--- src/rtl/shreg_pkg.sv ---
// Shared definitions for the universal shift register: mode encoding and
// small decode helpers used by the top-level datapath.
package shreg_pkg;

   localparam int unsigned MODE_W = 3;

   // Operation select carried on the mode port.
   typedef logic [MODE_W-1:0] mode_t;

   localparam mode_t MODE_HOLD = 3'b000;
   localparam mode_t MODE_SHR  = 3'b001;
   localparam mode_t MODE_SHL  = 3'b010;
   localparam mode_t MODE_ROR  = 3'b011;
   localparam mode_t MODE_ROL  = 3'b100;
   localparam mode_t MODE_LOAD = 3'b101;
   localparam mode_t MODE_ASR  = 3'b110;
   localparam mode_t MODE_CLR  = 3'b111;

   // Modes that move data by one bit position and advance the shift counter.
   function automatic logic is_counted(input mode_t m);
      logic r;
      r = 1'b0;
      case (m)
         MODE_SHR, MODE_SHL, MODE_ROR, MODE_ROL, MODE_ASR: r = 1'b1;
         default:                                          r = 1'b0;
      endcase
      return r;
   endfunction

   // Modes that establish a fresh word and therefore restart the counter.
   function automatic logic is_restart(input mode_t m);
      logic r;
      r = 1'b0;
      case (m)
         MODE_LOAD, MODE_CLR: r = 1'b1;
         default:             r = 1'b0;
      endcase
      return r;
   endfunction

endpackage : shreg_pkg

--- src/rtl/shreg_bitcnt.sv ---
// Modulo-WIDTH shift counter with a registered word-complete pulse.
//
// Ports:
//   clk        rising-edge clock
//   clrb       synchronous active-low reset
//   inc        one counted shift is performed at this edge
//   zero       restart the count at this edge (load/clear); wins over inc
//   bit_cnt    shifts since last restart, modulo WIDTH
//   word_done  high for one cycle after the WIDTH-th counted shift
module shreg_bitcnt #(
   parameter  int unsigned WIDTH = 8,
   localparam int unsigned CW    = $clog2(WIDTH + 1)
) (
   input  logic          clk,
   input  logic          clrb,
   input  logic          inc,
   input  logic          zero,
   output logic [CW-1:0] bit_cnt,
   output logic          word_done
);

   localparam logic [CW-1:0] LAST = CW'(WIDTH - 1);

   logic [CW-1:0] cnt_nxt;
   logic          done_nxt;

   // Next count: wrap at WIDTH-1 so the counter never reaches WIDTH.
   always_comb begin
      cnt_nxt  = bit_cnt;
      done_nxt = 1'b0;
      if (zero) begin
         cnt_nxt  = '0;
         done_nxt = 1'b0;
      end else if (inc) begin
         if (bit_cnt == LAST) begin
            cnt_nxt  = '0;
            done_nxt = 1'b1;
         end else begin
            cnt_nxt  = bit_cnt + CW'(1);
            done_nxt = 1'b0;
         end
      end
   end

   // Reset discards any partial word without raising word_done.
   always_ff @(posedge clk) begin
      if (!clrb) begin
         bit_cnt   <= '0;
         word_done <= 1'b0;
      end else begin
         bit_cnt   <= cnt_nxt;
         word_done <= done_nxt;
      end
   end

endmodule : shreg_bitcnt

--- src/rtl/univ_shiftreg.sv ---
// Parametrised universal shift register: hold, logical/arithmetic shift,
// rotate, parallel load and clear, plus a word-complete shift counter.
//
// Ports:
//   clk        rising-edge clock
//   clrb       synchronous active-low reset (overrides en/mode)
//   en         operation enable; 0 behaves as HOLD
//   mode       operation select (see shreg_pkg)
//   sdr        serial in for right shift, enters at the MSB
//   sdl        serial in for left shift, enters at the LSB
//   pin        parallel load data
//   q          register contents
//   so_r       right-shift serial out, q[0]
//   so_l       left-shift serial out, q[WIDTH-1]
//   bit_cnt    counted shifts since last load/clear, modulo WIDTH
//   word_done  one-cycle pulse after the WIDTH-th counted shift
module univ_shiftreg
   import shreg_pkg::*;
#(
   parameter  int unsigned WIDTH = 8,
   localparam int unsigned CW    = $clog2(WIDTH + 1)
) (
   input  logic             clk,
   input  logic             clrb,
   input  logic             en,
   input  mode_t            mode,
   input  logic             sdr,
   input  logic             sdl,
   input  logic [WIDTH-1:0] pin,
   output logic [WIDTH-1:0] q,
   output logic             so_r,
   output logic             so_l,
   output logic [CW-1:0]    bit_cnt,
   output logic             word_done
);

   logic [WIDTH-1:0] q_nxt;
   logic             cnt_inc;
   logic             cnt_zero;

   // Next-state mux for the data register; en low is a plain hold.
   always_comb begin
      q_nxt = q;
      if (en) begin
         case (mode)
            MODE_HOLD: q_nxt = q;
            MODE_SHR:  q_nxt = {sdr, q[WIDTH-1:1]};
            MODE_SHL:  q_nxt = {q[WIDTH-2:0], sdl};
            MODE_ROR:  q_nxt = {q[0], q[WIDTH-1:1]};
            MODE_ROL:  q_nxt = {q[WIDTH-2:0], q[WIDTH-1]};
            MODE_LOAD: q_nxt = pin;
            MODE_ASR:  q_nxt = {q[WIDTH-1], q[WIDTH-1:1]};
            MODE_CLR:  q_nxt = '0;
            default:   q_nxt = q;
         endcase
      end
   end

   // Data register.
   always_ff @(posedge clk) begin
      if (!clrb) begin
         q <= '0;
      end else begin
         q <= q_nxt;
      end
   end

   // Serial outputs follow the register directly.
   assign so_r = q[0];
   assign so_l = q[WIDTH-1];

   // The counter sees operations, not net displacement, so direction
   // changes keep accumulating.
   assign cnt_inc  = en & is_counted(mode);
   assign cnt_zero = en & is_restart(mode);

   shreg_bitcnt #(
      .WIDTH (WIDTH)
   ) u_bitcnt (
      .clk       (clk),
      .clrb      (clrb),
      .inc       (cnt_inc),
      .zero      (cnt_zero),
      .bit_cnt   (bit_cnt),
      .word_done (word_done)
   );

endmodule : univ_shiftreg

--- config.mk ---
export PLATFORM = sky130hd
export DESIGN_NAME = univ_shiftreg
export DESIGN_NICKNAME = d
export VERILOG_FILES = /design/src/rtl/shreg_pkg.sv /design/src/rtl/shreg_bitcnt.sv /design/src/rtl/univ_shiftreg.sv
export SDC_FILE = /design/constraint.sdc
export NUM_CORES = 1
export LEC_CHECK = 0
export ABC_CLOCK_PERIOD_IN_PS = 2100
export BUFFER_PORTS_ARGS = -buffer_cell sky130_fd_sc_hd__buf_2
export CAP_MARGIN = 20
export CELL_PAD_IN_SITES_DETAIL_PLACEMENT = 0
export CELL_PAD_IN_SITES_GLOBAL_PLACEMENT = 2
export CORE_ASPECT_RATIO = 0.75
export CORE_UTILIZATION = 29
export DETAILED_ROUTE_END_ITERATION = 12
export PLACE_DENSITY_LB_ADDON = 0.15
export SYNTH_ARGS = -nofsm -noshare
export SYNTH_HDL_FRONTEND = slang
export SYNTH_HIERARCHICAL = 1
export SYNTH_SLANG_ARGS = --single-unit
--- constraint.sdc ---
create_clock -name clk -period 2.1 [get_ports clk]
set_input_delay 0.105 -clock clk [delete_from_list [all_inputs] [get_ports clk]]
set_output_delay 0.105 -clock clk [all_outputs]
set_load 0.01 [all_outputs]
==> results.yml <==
clock_tree:
  postCtsSetupBuffers: 0
  root_buffer: "clkbuf_8"
  clk_pin_slew_ns: 0.06
  clock_sinks: 13
  cts_made_buffers: 3
  ctsHoldBuffers: 0
  ctsResizeCount: 0
  cts_buffer_depth: 2
  insertion_delay_ns: 0.25
  tritoncts: "done"
  htreeDepth: 1
power:
  p_total_uw: 647.7
  p_leak_nw: 0.4579
  ir_drop_uv: 386.4
  pwr-share-seq: 0.428
  swShare: 0.3014
  pwr-share-clk: 0.363
  power_switching_uw: 195.2
  comb_power_share: 0.209
  p_int_uw: 452.5
  power_density_nw_per_um2: 626.7
routing:
  drcViolationCount: 0
  dr_wl_met2_um: 999
  highest_layer: "met4"
  wl_per_cell_um: 15.06
  ant_nets: 0
  wl_met3_um: 165
  drtIter0Drc: 67
  routed_wl_um: 2410
  wl_met1_um: 1207
  avgViaCountPerCell: 5.319
  via_count: 851
  drt_pass1_iterations: 4
logic_synthesis:
  synth.most_common_cell: "a31oi_1"
  syn_area_per_cell_um2: 8.784
  yosysWarnings: 6
  ys_seq_area_frac: 0.3086
  synthFlopType: "dfxtp_1"
  syn_area_um2: 843.3
  synth-edff-count: 0
  yosysTopAreaCellShare: 0.3086
  synthesis.instances: 96
  syn-num-nets: 113
  ys_types: 38
  ys_top_cells_by_count: "a31oi_1 (18), dfxtp_1 (13), o21ai_1 (10)"
  ys_seq_elements: 13
  ys_top_cells_by_area: "dfxtp_1 (31%), a31oi_1 (13%), o21ai_1 (5.9%), buf_4 (3.6%), and3b_1 (3.1%)"
  synthArstFlopShare: 0
  synth_top_area_cell: "dfxtp_1"
final_layout:
  n_antenna_cell: 0
  final_nets: 142
  drive_above_1_share: 0.3387
  areaGrowthSynthToFinish_pct: 22.55
sta:
  finalCriticalPeriod_ns: 1.318
  setup_viol: 0
  worst_slew_pin_slew_ns: 0.4197
  max_slew_margin: 0.7200
  rsz0062_at_grt: "no"
  post-route-period-util: 0.6274
  fin_skew_ns: 0.003417
  hold_viol_final: 0
  setup-tns-final_ns: 0
  slew_violations: 0
  fmax_mhz: 759.0
placement:
  portBuffers: 30
  place.gp.congestion: 0.7347
  dp_hpwl_um: 1759
job:
  drv_cap: 0
die:
  die_area_um2: 3130
  rows: 16
  die_y_um: 48.70
  die_w_um: 64.27
  initial_core_util: 0.3144
  boundaryPins: 31
  core_um2: 2683
min_path:
  min_from: "en"
  worstHoldPathCells: 2
  min_to: "q[0]$_SDFFE_PN0P_"
  hold_path_class: "input port to register"
run_status:
  status: "complete, no violations"
critical_path:
  critPathKind: "register to register"
  arrival_ns: 1.50
  ff2ff_path_depth: 3
  cp.required_ns: 2.28
  cp_max_fo: 5
  timing.rr.end: "u_bitcnt/bit_cnt[3]$_SDFFE_PP0P_"
  regToRegStartpoint: "u_bitcnt/bit_cnt[0]$_SDFFE_PP0P_"
  reg2reg_slack_ns: 0.78
  start_kind: "register"
  cp-end-kind: "register"
global_route:
  overflow: 0
  grt_pass1_wl_um: 3836
  grt_pass1_vias: 807
  grt_max_degree: 16
  antenna_found_initial: 0
  track_usage: 0.1616
==> sequential cells by signal, summed over array words and instances, names as in the netlist <==
name,cells
q,8
u_bitcnt/bit_cnt,4
u_bitcnt/word_done,1
==> worst max-delay path: stages, from the launching register on <==
cell,delay (ns)
dfxtp_1,0.35
ha_1,0.26
or4b_1,0.51
mux2i_1,0.13
==> how the worst max path moves through the flow <==
stage,from,endpoint,slack [ns],cells past startpoint
finish,u_bitcnt/bit_cnt[0]$_SDFFE_PP0P_,u_bitcnt/bit_cnt[3]$_SDFFE_PP0P_,0.78,3
global placement,u_bitcnt/bit_cnt[0]$_SDFFE_PP0P_,u_bitcnt/bit_cnt[3]$_SDFFE_PP0P_,0.82,3
floorplan,u_bitcnt/bit_cnt[0]$_SDFFE_PP0P_,u_bitcnt/bit_cnt[3]$_SDFFE_PP0P_,0.83,3
global route,u_bitcnt/bit_cnt[0]$_SDFFE_PP0P_,u_bitcnt/bit_cnt[3]$_SDFFE_PP0P_,0.71,3
detailed placement,u_bitcnt/bit_cnt[0]$_SDFFE_PP0P_,u_bitcnt/bit_cnt[3]$_SDFFE_PP0P_,0.80,3
CTS,u_bitcnt/bit_cnt[0]$_SDFFE_PP0P_,u_bitcnt/bit_cnt[3]$_SDFFE_PP0P_,0.79,3
==> metrics by stage <==
| stage | utilization | hold WS, ns | setup slack, ns | std cells | instance area [µm²] |
|---|---|---|---|---|---|
| 6_report | 0.3853 | 0.1414 | 0.7825 | 160 | 1033 |
| 5_1_grt | 0.3853 | 0.1600 | 0.7094 | 160 | 1033 |
| 4_1_cts | 0.3853 | 0.1452 | 0.7876 | 160 | 1033 |
| 3_5_place_dp | 0.3685 | 0.4059 | 0.8008 | 156 | 988.4 |
| 3_3_place_gp | 0.3685 | 0.4091 | 0.8169 | 156 | 988.4 |
| 2_1_floorplan | - | 0.2269 | 0.8258 | 96 | 843.3 |
==> metal layers <==
layer | global-route usage | up-vias
li1 | - | 429
met1 | 0.2229 | 389
met2 | 0.2386 | 29
met3 | 0.04717 | 4
met4 | 0.05556 | 0
met5 | 0 | -
==> power by group through the flow <==
stage	sequential (mW)	combinational (mW)	clock, mW
floorplan	0.285	0.0843	0
global placement	0.283	0.135	0
detailed placement	0.283	0.135	0
CTS	0.277	0.135	0.237
global route	0.280	0.148	0.251
finish	0.277	0.136	0.235
==> cells by family (layout without fill, tap and decap cells) <==
kind of cell | count (synthesis) | in the layout | synth area share
AOI/OAI and AO/OA | 42 | 42 | 0.3235
xor gates and xnor gates | 2 | 2 | 0.02968
adders and majority gates | 1 | 1 | 0.01483
buffers and inverters | 11 | 39 | 0.08604
DFF | 13 | 13 | 0.3086
muxes | 2 | 2 | 0.02374
and+or+nand+nor | 25 | 25 | 0.2137
==> layout by cell type, fill, tap and decap left out, types with 2 or more instances in the layout <==
cell / synthesis / routed
buf_2: 1 / 30
a31oi_1: 18 / 18
dfxtp_1: 13 / 13
o21ai_1: 10 / 10
o21ai_0: 5 / 5
nor2_1: 4 / 4
inv_1: 3 / 3
nor3_1: 3 / 3
and3b_1: 3 / 3
clkbuf_8: 0 / 3
nand2b_1: 2 / 2
nand3b_1: 2 / 2
mux2i_1: 2 / 2
==> layout make-up <==
type	instances	area, µm²
Timing Repair Buffer	31	157.7
Inverter	4	15.01
Clock buffer	4	45.04
Fill cell	298	1649
Tap cell	36	45.04
Multi-Input combinational cell	72	510.5
Sequential cell	13	260.3
Power figures use the tool's default switching activity.
